[config.mk]
export PLATFORM = sky130hd
export DESIGN_NAME = pc_sequencer
export DESIGN_NICKNAME = d
export VERILOG_FILES = /design/src/rtl/pc_sequencer.sv
export SDC_FILE = /design/constraint.sdc
export NUM_CORES = 1
export LEC_CHECK = 0
export BUFFER_PORTS_ARGS = -buffer_cell sky130_fd_sc_hd__buf_2
export CAP_MARGIN = 15
export CORE_MARGIN = 2
export CORE_UTILIZATION = 53
export DETAILED_ROUTE_END_ITERATION = 6
export PLACE_DENSITY = 0.81
export REMOVE_ABC_BUFFERS = 1
export SETUP_SLACK_MARGIN = 0.1
export SKIP_LAST_GASP = 1
export SLEW_MARGIN = 20
export SYNTH_ARGS = -nofsm -noshare
export SYNTH_HDL_FRONTEND = slang
export SYNTH_SLANG_ARGS = --single-unit
[constraint.sdc]
create_clock -name clk -period 6.8 [get_ports clk]
set_clock_uncertainty 0.05 [all_clocks]
set_input_delay 0.68 -clock clk [delete_from_list [all_inputs] [get_ports clk]]
set_output_delay 0.68 -clock clk [all_outputs]
set_load 0.01 [all_outputs]
[src/rtl/pc_sequencer.sv]
// pc_sequencer
//   Registered program counter for the single-cycle MIPS datapath. Computes the
//   sequential, branch, jump and jump-register targets internally and adds
//   stall, halt/resume and exception redirection with EPC capture.
//
// Ports
//   clk, reset      rising-edge clock; asynchronous active-high reset
//   stall           hold pc this cycle
//   halt, resume    enter / leave the HALTED state
//   exception       load EXC_VECTOR, capture current pc into epc
//   pc_src          00 seq, 01 jump, 10 jump-register, 11 branch
//   branch_taken    qualifies pc_src = 11
//   imm16           signed word offset for branches
//   target26        jump target field
//   reg_a           rs value for jump-register
//   pc              registered current pc
//   pc_plus4        pc + 4, combinational (also the jal link value)
//   redirect        high for the cycle after any non-sequential pc load
//   halted          high while in HALTED
//   epc             pc of the last accepted excepting instruction
module pc_sequencer #(
  parameter int              WIDTH      = 32,
  parameter logic [WIDTH-1:0] RESET_PC   = '0,
  parameter logic [WIDTH-1:0] EXC_VECTOR = WIDTH'(32'h0000_0080)
) (
  input  logic             clk,
  input  logic             reset,
  input  logic             stall,
  input  logic             halt,
  input  logic             resume,
  input  logic             exception,
  input  logic [1:0]       pc_src,
  input  logic             branch_taken,
  input  logic [15:0]      imm16,
  input  logic [25:0]      target26,
  input  logic [WIDTH-1:0] reg_a,
  output logic [WIDTH-1:0] pc,
  output logic [WIDTH-1:0] pc_plus4,
  output logic             redirect,
  output logic             halted,
  output logic [WIDTH-1:0] epc
);

  typedef enum logic {RUN, HALTED} state_t;

  state_t           state, state_n;
  logic [WIDTH-1:0] pc_n, epc_n;
  logic             redir_n;
  logic [WIDTH-1:0] br_tgt, jmp_tgt, jr_tgt;

  assign pc_plus4 = pc + WIDTH'(4);
  assign br_tgt   = pc_plus4 + {{(WIDTH-18){imm16[15]}}, imm16, 2'b00};
  assign jmp_tgt  = {pc_plus4[WIDTH-1:28], target26, 2'b00};
  // Misaligned jr targets are silently aligned; no fault path exists.
  assign jr_tgt   = reg_a & ~WIDTH'(3);

  // halted is a pure decode of the state flop, so it lines up with pc.
  assign halted = (state == HALTED);

  always_comb begin
    state_n = state;
    pc_n    = pc;
    epc_n   = epc;
    redir_n = 1'b0;
    unique case (state)
      RUN: begin
        if (exception) begin
          pc_n    = EXC_VECTOR;
          epc_n   = pc;
          redir_n = 1'b1;
        end else if (halt) begin
          state_n = HALTED;
        end else if (!stall) begin
          unique case (pc_src)
            2'b01: begin pc_n = jmp_tgt; redir_n = 1'b1; end
            2'b10: begin pc_n = jr_tgt;  redir_n = 1'b1; end
            2'b11: begin
              // Taken branch flags redirect even if target equals pc+4.
              if (branch_taken) begin
                pc_n    = br_tgt;
                redir_n = 1'b1;
              end else begin
                pc_n = pc_plus4;
              end
            end
            default: pc_n = pc_plus4;
          endcase
        end
      end
      HALTED: begin
        // Leaving HALTED only flips state; pc advances on the following edge.
        if (resume && !halt) state_n = RUN;
      end
      default: state_n = RUN;
    endcase
  end

  always_ff @(posedge clk or posedge reset) begin
    if (reset) begin
      state    <= RUN;
      pc       <= RESET_PC;
      epc      <= '0;
      redirect <= 1'b0;
    end else begin
      state    <= state_n;
      pc       <= pc_n;
      epc      <= epc_n;
      redirect <= redir_n;
    end
  end

endmodule

==> results.yml <==
timing:
  setup_ws_ns: 2.269
  worst_pin_slew_ns: 1.016
  fmax_mhz: 220.7
  finalCriticalPeriod_ns: 4.531
  finalSetupViolCount: 0
  slew-limit-headroom: 0.3230
  fin_crit_sh: 0.6663
  hold_viol: 0
  tns_ns: 0
  slew_viol_final: 0
  rsz0062_at_grt: "false"
critical_path:
  worst_ep_required_time_ns: 6.99
  cp_max_fo: 6
  worstSetupEndpointType: "flip-flop"
  crit_path_max_incr_delay_ns: 0.47
  rrSetupSlack_ns: 2.27
  worst-path-buf-inv: 1
  crit_slowest_cell: "dfrtp_1"
  critical_path.startpoint_type: "flip-flop"
  crit_top_cell: "and3_1"
  crit_type: "reg2reg"
  cp.arrival_ns: 4.72
  ff2ff_path_depth: 16
  cp_top_family: "simple AND/OR/NAND/NOR gates"
  r2r-end: "pc[28]$_DFFE_PP0P_"
  r2r_start: "pc[2]$_DFFE_PP0P_"
  crit_chain: "ha_1 -> and3_1 -> and3_1 -> and2_1 -> nand4_1 -> xor2_1 -> inv_1 -> ha_1 -> and3_1 -> nand4_1 -> nor3_1 -> a211oi_4 -> o31ai_2 -> a21oi_2 -> and4bb_1 -> or3_1"
job:
  maxCapViolCount: 0
synth:
  synth_common_cells: "dfrtp_1, nand2_1, o21ai_0"
  yosysUniqueCellTypes: 75
  synth.avg_cell_area_um2: 8.622
  netlist_instances: 649
  synth_top_cell_by_area: "dfrtp_1"
  synth.top_cell.area_share: 0.2773
  synthMostInstantiatedCell: "dfrtp_1"
  async_flop_share: 1.000
  yosysWarnings: 0
  synth_compound_area_frac: 0.2757
  synth-seq-area-share: 0.2773
  synthAdderAreaFrac: 0.09302
  synth_simple_gate_area_frac: 0.1666
  synth.top_cells.by_area: "dfrtp_1, ha_1, mux2_2, o21ai_0, xnor2_1"
  synth_top_family_by_area: "compound AO/OA/AOI/OAI gates"
  ys_seq_elements: 62
  syn_area_um2: 5595
  synth_edf_count: 0
  synthXorXnorAreaFrac: 0.07357
  synth.area.mux_share: 0.05970
  ys.flop_type: "dfrtp_1"
cells_and_area:
  drive_gt1_frac: 0.3039
  diodes: 0
  syn2layout_area_growth_pct: 19.12
  layout.nets: 922
  fillers: 903
min_path:
  hp-start: "epc[2]$_DFFE_PP0P_"
  min_path_cells: 2
  hold_class: "reg2reg"
  hold_end: "epc[2]$_DFFE_PP0P_"
pwr:
  totalPowerFinal_uw: 1108
  irDropWorstVdd_uv: 117.7
  leakage_uw: 0.003429
  powerDensity_nw_per_um2: 166.3
clocking:
  cts_tree: "built"
  clk_pin_slew_ns: 0.07
  clockRootBuffer: "clkbuf_8"
  cts_made_buffers: 9
  clock_latency_ns: 0.37
  cts_max_level: 3
  hold_buffers: 0
  ctsResizeCount: 0
  cts.sinks: 62
  cts_buffer_depth: 2
  post_cts_buffers: 0
placement:
  place_congestion: 0.9597
  port_buffers: 172
  hpwlAfterDp_um: 12850
  pre_cts_ws_ns: 2.409
global_route:
  grtUsageTotal: 0.3106
  antenna_found_initial: 0
  overflow: 0
  grt_pass1_wl_um: 28060
  grt_pass1_vias: 5539
  grt_max_degree: 63
die:
  die_w_um: 106.8
  core_um2: 10280
  rows: 37
  initial_core_util: 0.5444
  dieArea_um2: 11400
  ios: 181
  dieHeight_um: 106.8
detailed_routing:
  drt_iter0_drc: 593
  num_vias: 5906
  routed_wl_um: 18050
  ant_nets: 0
  drc: 0
  wl_per_cell_um: 19.23
  viasPerCell: 6.290
  drtPass1Iterations: 7
outcome:
  status: "completed"
flip-flops by register name (all words and copies together), names as in the netlist:
name and flops:
epc 30, pc 30, halted 1, redirect 1
layout by cell type, fill, tap and decap left out, types with 3 or more instances in the layout:
master,n
a211oi_1,3
a21o_1,15
a21oi_1,36
a221o_1,12
a221oi_1,14
a222oi_1,10
a22o_1,6
a22oi_1,8
a31oi_1,7
and2_1,4
and3_1,6
and4_1,6
buf_2,172
buf_4,6
clkbuf_8,10
clkinv_2,3
conb_1,6
dfrtp_1,62
ha_1,40
inv_1,25
mux2_2,27
mux2i_1,3
nand2_1,60
nand2b_1,5
nand3_1,20
nand4_1,10
nor2_1,45
nor3_1,7
o21a_1,4
o21ai_0,52
o21ai_1,4
o221ai_1,3
o22ai_1,5
o31ai_1,4
o41ai_2,3
or3_1,3
xnor2_1,29
xor2_1,18
tightest hold or removal path, delay by kind of cell (launching register included):
family	cells	cell delay, ns
and+or+nand+nor	1	0.05
AOI/OAI and AO/OA	1	0.06
DFF	1	0.34
cell families after synthesis:
family	Yosys count
muxes	30
xor gates and xnor gates	47
buffers and inverters	71
and+or+nand+nor	185
adders and majority gates	41
AOI/OAI and AO/OA	212
other	1
DFF	62
routing by layer:
layer / part of all wire / global-route usage / wire length (um)
met5: 0 / 0 / 0
met4: 0.021 / 0.1150 / 381
met3: 0.089 / 0.04498 / 1604
met2: 0.47 / 0.5086 / 8518
met1: 0.42 / 0.4172 / 7550
cell type report:
type	instances	area [um^2]	share of cell area
tap	136	170.2	0.02553
timing repair buffer	178	905.9	0.1359
clock inverter	4	22.52	0.003379
sequential	62	1551	0.2328
clock buffer	12	145.1	0.02178
multi-input combinational	521	3772	0.5660
inverter	26	97.59	0.01464
metrics by stage:
| stage | util | hold WS [ns] | instances | instance area, um^2 |
|---|---|---|---|---|
| after floorplan | - | 0.4662 | 609 | 5413 |
| after global placement | 0.6322 | 0.4128 | 923 | 6497 |
| after detailed placement | 0.6322 | 0.4251 | 923 | 6497 |
| after CTS | 0.6485 | 0.4412 | 939 | 6665 |
| after global routing | 0.6485 | 0.4507 | 939 | 6665 |
| final | 0.6485 | 0.4384 | 939 | 6665 |
power by group:
| group | internal, uW | switching (uW) | total, uW | leakage, uW |
|---|---|---|---|---|
| Sequential | 396 | 30.9 | 427 | 0.000842 |
| Combinational | 156 | 225 | 381 | 0.00250 |
| Clock | 141 | 160 | 300 | 0.0000861 |
how the worst max path moves through the flow:
stage / slack [ns] / start / cells past startpoint / to
floorplan: 2.94 / pc[2]$_DFFE_PP0P_ / 16 / pc[28]$_DFFE_PP0P_
global placement: 2.57 / pc[2]$_DFFE_PP0P_ / 16 / pc[28]$_DFFE_PP0P_
detailed placement: 2.41 / pc[2]$_DFFE_PP0P_ / 16 / pc[28]$_DFFE_PP0P_
CTS: 2.37 / pc[2]$_DFFE_PP0P_ / 16 / pc[28]$_DFFE_PP0P_
global route: 1.97 / pc[2]$_DFFE_PP0P_ / 16 / pc[28]$_DFFE_PP0P_
finish: 2.27 / pc[2]$_DFFE_PP0P_ / 16 / pc[28]$_DFFE_PP0P_
No activity file was read; power rests on OpenSTA's default activity.
